### config.mk
export PLATFORM = sky130hd
export DESIGN_NAME = picorv32_pcpi_galois
export DESIGN_NICKNAME = d
export VERILOG_FILES = /design/src/rtl/picorv32_pcpi_galois.sv
export SDC_FILE = /design/constraint.sdc
export NUM_CORES = 1
export LEC_CHECK = 0
export BUFFER_PORTS_ARGS = -buffer_cell sky130_fd_sc_hd__clkbuf_2
export CORE_ASPECT_RATIO = 1.2
export CORE_MARGIN = 5
export CORE_UTILIZATION = 50
export DETAILED_ROUTE_END_ITERATION = 10
export GPL_TIMING_DRIVEN = 1
export PLACE_DENSITY = 0.74
export SYNTH_ARGS = -nofsm -noshare
export SYNTH_HDL_FRONTEND = slang
export SYNTH_SLANG_ARGS = --single-unit
export TNS_END_PERCENT = 30
### constraint.sdc
create_clock -name clk -period 5.1 [get_ports clk]
set_input_delay 0.765 -clock clk [delete_from_list [all_inputs] [get_ports clk]]
set_output_delay 0.765 -clock clk [all_outputs]
set_load 0.02 [all_outputs]
### src/rtl/picorv32_pcpi_galois.sv
// PCPI co-processor for carry-less and GF(2^8) arithmetic.
// Custom-0 opcode, funct7 = 0, funct3 selects CLMUL, CLMULH, GF8MUL or GFADD.
// Default build iterates one multiplier bit per cycle; defining
// PCPI_GALOIS_FAST_EN computes every operation in the claim cycle instead.
module picorv32_pcpi_galois #(
  parameter int DATA_WIDTH = 32
) (
  input  logic                  clk,
  input  logic                  reset,
  input  logic                  pcpi_valid,
  input  logic [31:0]           pcpi_insn,
  input  logic [DATA_WIDTH-1:0] pcpi_rs1,
  input  logic [DATA_WIDTH-1:0] pcpi_rs2,
  output logic                  pcpi_wr,
  output logic [DATA_WIDTH-1:0] pcpi_rd,
  output logic                  pcpi_wait,
  output logic                  pcpi_ready
);

  localparam int AccW  = 2 * DATA_WIDTH;
  localparam int Lanes = DATA_WIDTH / 8;

  localparam logic [1:0] OpClmul  = 2'd0;
  localparam logic [1:0] OpClmulh = 2'd1;
  localparam logic [1:0] OpGf8    = 2'd2;
  localparam logic [1:0] OpGfadd  = 2'd3;

  typedef enum logic [1:0] {IDLE, BUSY, DONE} state_t;

  state_t                state_q, state_d;
  logic [DATA_WIDTH-1:0] op_a_q, op_b_q;
  logic [1:0]            funct_q;
  logic [AccW-1:0]       acc_q, acc_step;
  logic [DATA_WIDTH-1:0] result_step;
  logic [4:0]            cnt_q;
  logic                  insn_match, claim;
  logic                  unused_insn_bits;

  // Multiply-by-x in GF(2^8) with the AES polynomial 0x11B.
  function automatic logic [7:0] gf_xtime(input logic [7:0] v);
    return {v[6:0], 1'b0} ^ (v[7] ? 8'h1B : 8'h00);
  endfunction

`ifdef PCPI_GALOIS_FAST_EN
  // Full 2*W-bit carry-less product.
  function automatic logic [AccW-1:0] clmul_full(input logic [DATA_WIDTH-1:0] a,
                                                  input logic [DATA_WIDTH-1:0] b);
    logic [AccW-1:0] p;
    p = '0;
    for (int i = 0; i < DATA_WIDTH; i++) begin
      if (b[i]) p = p ^ ({{DATA_WIDTH{1'b0}}, a} << i);
    end
    return p;
  endfunction

  // Independent GF(2^8) product in every byte lane.
  function automatic logic [DATA_WIDTH-1:0] gf8_lanes(input logic [DATA_WIDTH-1:0] a,
                                                      input logic [DATA_WIDTH-1:0] b);
    logic [DATA_WIDTH-1:0] out;
    logic [7:0]            r;
    out = '0;
    for (int l = 0; l < Lanes; l++) begin
      r = 8'h00;
      for (int k = 7; k >= 0; k--) begin
        r = gf_xtime(r) ^ (b[8*l+k] ? a[8*l +: 8] : 8'h00);
      end
      out[8*l +: 8] = r;
    end
    return out;
  endfunction

  // Single-cycle result for any claimed operation.
  function automatic logic [DATA_WIDTH-1:0] fast_result(input logic [1:0]            op,
                                                        input logic [DATA_WIDTH-1:0] a,
                                                        input logic [DATA_WIDTH-1:0] b);
    logic [AccW-1:0]       prod;
    logic [DATA_WIDTH-1:0] r;
    prod = clmul_full(a, b);
    case (op)
      OpClmul:  r = prod[DATA_WIDTH-1:0];
      OpClmulh: r = prod[AccW-1:DATA_WIDTH];
      OpGf8:    r = gf8_lanes(a, b);
      default:  r = a ^ b;
    endcase
    return r;
  endfunction
`endif

  // Only custom-0, funct7 = 0, funct3 = 0xx is ours; rd/rs fields are the core's business.
  assign insn_match = (pcpi_insn[6:0] == 7'b0001011) &&
                      (pcpi_insn[31:25] == 7'b0000000) &&
                      !pcpi_insn[14];
  assign claim      = pcpi_valid && insn_match && (state_q == IDLE);
  assign unused_insn_bits = ^{pcpi_insn[24:15], pcpi_insn[11:7]};

  // One multiplier bit per step, MSB first: shift the accumulator, then add the operand.
  always_comb begin
    acc_step = {acc_q[AccW-2:0], 1'b0} ^
               (op_b_q[DATA_WIDTH-1] ? {{DATA_WIDTH{1'b0}}, op_a_q} : '0);
    if (funct_q == OpGf8) begin
      acc_step = '0;
      for (int l = 0; l < Lanes; l++) begin
        acc_step[8*l +: 8] = gf_xtime(acc_q[8*l +: 8]) ^
                             (op_b_q[8*l+7] ? op_a_q[8*l +: 8] : 8'h00);
      end
    end
    result_step = (funct_q == OpClmulh) ? acc_step[AccW-1:DATA_WIDTH]
                                        : acc_step[DATA_WIDTH-1:0];
  end

  // Next-state logic; a dropped pcpi_valid while busy abandons the operation.
  always_comb begin
    state_d = state_q;
    case (state_q)
      IDLE: begin
        if (claim) begin
`ifdef PCPI_GALOIS_FAST_EN
          state_d = DONE;
`else
          state_d = (pcpi_insn[13:12] == OpGfadd) ? DONE : BUSY;
`endif
        end
      end
      BUSY: begin
        if (!pcpi_valid)        state_d = IDLE;
        else if (cnt_q == 5'd0) state_d = DONE;
      end
      DONE:    state_d = IDLE;
      default: state_d = IDLE;
    endcase
  end

  // State register.
  always_ff @(posedge clk or posedge reset) begin
    if (reset) state_q <= IDLE;
    else       state_q <= state_d;
  end

  // Operand latch, iteration datapath and registered handshake outputs.
  always_ff @(posedge clk or posedge reset) begin
    if (reset) begin
      op_a_q     <= '0;
      op_b_q     <= '0;
      funct_q    <= 2'd0;
      acc_q      <= '0;
      cnt_q      <= 5'd0;
      pcpi_rd    <= '0;
      pcpi_wait  <= 1'b0;
      pcpi_ready <= 1'b0;
      pcpi_wr    <= 1'b0;
    end else begin
      pcpi_wait  <= (state_d == BUSY);
      pcpi_ready <= (state_d == DONE);
      pcpi_wr    <= (state_d == DONE);
      case (state_q)
        IDLE: begin
          if (claim) begin
            op_a_q  <= pcpi_rs1;
            op_b_q  <= pcpi_rs2;
            funct_q <= pcpi_insn[13:12];
            acc_q   <= '0;
            cnt_q   <= (pcpi_insn[13:12] == OpGf8) ? 5'd7 : 5'd31;
`ifdef PCPI_GALOIS_FAST_EN
            pcpi_rd <= fast_result(pcpi_insn[13:12], pcpi_rs1, pcpi_rs2);
`else
            if (pcpi_insn[13:12] == OpGfadd) pcpi_rd <= pcpi_rs1 ^ pcpi_rs2;
`endif
          end
        end
        BUSY: begin
          if (pcpi_valid) begin
            acc_q  <= acc_step;
            op_b_q <= op_b_q << 1;
            cnt_q  <= cnt_q - 5'd1;
            if (cnt_q == 5'd0) pcpi_rd <= result_step;
          end
        end
        default: ;
      endcase
    end
  end

endmodule

==> impl_metrics.toml <==
[status]
status = "finished clean"

[cts]
clk_pin_slew_ps = 60
clock_path_buffers = 2
cts_tree = "yes"
cts_resized = 0
cts_setup_buffers = 0
cts-root-buf = "clkbuf_16"
clk_latency_ps = 430
cts_buffers = 17
cts.sinks = 170
cts.htree.levels = 4
postCtsHoldBufs = 0

[yosys]
yosysWarnings = 0
synth_top_area_share_pct = 49.0
synth.cell_area_um2 = 8670
synth_simple_gate_area_share_pct = 11.5
syn_inst = 882
synth-xor-area-share_pct = 8.68
synth_cell_types = 41
syn_area_per_cell_um2 = 9.83
synth_compound_area_share_pct = 16.7
synth_top_family_by_area = "compound AO/OA/AOI/OAI gates"
synth.area.mux_share_pct = 9.54
synthTopCellsByArea = "dfrtp_1, nand2_1, mux2_2, xor2_1, a31oi_1"
seq_area_frac_synth_pct = 49.0
synthAdderAreaFrac_pct = 0.289
synth-edff-count = 0
synth_ff_type = "dfrtp_1"
synth_top_area_cell = "dfrtp_1"
postSynth.asyncResetShare_pct = 100
synth-seq-cells = 170
syn_nets = 983

[floorplanning]
io_pins = 134
dieArea_um2 = 20100
initial_utilization_pct = 51.1
coreArea_um2 = 17000
die_h_um = 154
die_w_um = 130
rows = 52

[grt]
grtUsageTotal_pct = 22.9
grt_max_degree = 133
grt_overflow = 0
grt_pass1_wl_um = 36400
grt_pass1_vias = 7101
antenna_found_initial = 0

[critical_path]
worst-path-max-fanout = 64
criticalPathCategory = "reg2reg"
arrival_ps = 3120
startpoint_type = "register"
rr_worst_depth = 6
end_kind = "register"
cp.required_ps = 5410

[min_path]
min_path_type = "in2async"

[placement]
gp_congestion = 0.821
dp_hpwl_um = 14400
io_buffers = 118

[detailed_routing]
drt_first_pass_iters = 5
ant_nets = 0
routed_wl_um = 22300
drc_errors = 0
vias_per_cell = 5.82
drt-met1-wl_um = 9470
maxUsedRoutingLayer = "met4"
wl_per_cell_um = 18.7
drt_iter0_drc = 355
wl_met3_um = 1450
vias = 6939
wl_met2_um = 10800

[timing]
tightest_slew_ps = 1200
min_period_over_period_pct = 55.0
slew-limit-headroom_pct = 19.9
final.setup.tns_ps = 0
setup_viol = 0
fin_worst_skew_ps = 8.50
fmax_mhz = 357
hold_violations = 0
rsz0062_at_grt = "false"
slew_violations = 0
post-route-min-period_ps = 2800

[cells_and_area]
area_growth_pct = 14.8
nets = 1066
final_cell_mix = "dfrtp_1, nand2_1, clkbuf_2"
fillers = 1426
final_common_cell = "dfrtp_1"
layout-drive-gt1-share_pct = 22.0
multi_input_area_um2 = 4080
regArea_um2 = 4250
utilization_pct = 58.6
diodes = 0

[power]
power_density_nw_per_um2 = 277
vdd_ir_drop_max_mv = 0.206
p_leak_nw = 4.89
finalPower_mw = 2.75

[job]
max_cap_violations = 0
[registers in the layout, summed over array words and instances, names as in the netlist]
signal      flops
pcpi_rd        32
cnt_q           5
op_a_q         32
pcpi_wait       1
funct_q         2
op_b_q         32
pcpi_ready      1
state_q         2
acc_q          63
[synthesized netlist by cell type, drive strengths merged, types with 14 or more instances]
cell type,number
a22o,32
o22ai,52
inv,20
mux2i,14
mux2,61
o21ai,52
nor2,44
dfrtp,170
xnor2,38
nand3b,15
a21oi,25
buf,16
clkbuf,52
a31oi,56
xor2,48
nand2,151
[final timing paths]
kind | from | end | slack, ps
worst max-delay path | state_q[0] | pcpi_rd[21] | 2300
worst min-delay path | reset | pcpi_rd[13] | 470
worst max register to register | state_q[0] | pcpi_rd[21] | 2300
worst min register to register | pcpi_rd[2] | pcpi_rd[2] | 490
max in group asynchronous | reset | acc_q[38] | 3440
min in group clk | pcpi_rd[2] | pcpi_rd[2] | 490
[critical path, stage by stage, from the launching register on]
cell and delay [ps]:
dfrtp_1 440, nor2b_4 190, buf_4 620, nand2_1 650, a31oi_1 370, a31oi_1 120
mux2_1 300
[power breakdown]
group / total [mW] / internal [mW] / switching (mW) / leakage [nW]
Clock: 1.27 / 0.743 / 0.523 / 0.266
Sequential: 1.35 / 1.35 / 0.00107 / 2.31
Combinational: 0.136 / 0.0559 / 0.0802 / 2.31
[logic make-up (layout without fill, tap and decap cells)]
family,count (synthesis),in the layout
xor+xnor,86,86
simple gates,231,231
mux,75,75
compound gates,230,230
flops,170,170
fa+ha+maj,2,2
buf+inv,88,183
[metal layers]
layer | vias up | GRT usage [%]
met5 | - | 0
met4 | 0 | 8.61
met3 | 46 | 5.42
met2 | 240 | 36.9
met1 | 3406 | 30.0
li1 | 3247 | -
[layout make-up]
| type | count | area share (%) |
|---|---|---|
| clock inverters | 7 | 0.930 |
| repair buffers | 132 | 7.12 |
| multi-input cells | 624 | 41.0 |
| flip-flops and latches | 170 | 42.7 |
| inverters | 20 | 0.792 |
| well taps | 216 | 2.72 |
| clock buffers | 24 | 4.74 |
[metrics by stage]
| stage | cells | area (µm²) | hold WS [ps] | setup slack [ps] |
|---|---|---|---|---|
| 2_1_floorplan | 882 | 8680 | 474 | 2170 |
| 6_report | 1193 | 9950 | 475 | 2300 |
| 3_3_place_gp | 1162 | 9390 | 468 | 2050 |
| 4_1_cts | 1193 | 9950 | 491 | 2320 |
| 3_5_place_dp | 1162 | 9390 | 477 | 2010 |
| 5_1_grt | 1193 | 9950 | 501 | 2150 |
(Power assumes the default switching activity.)
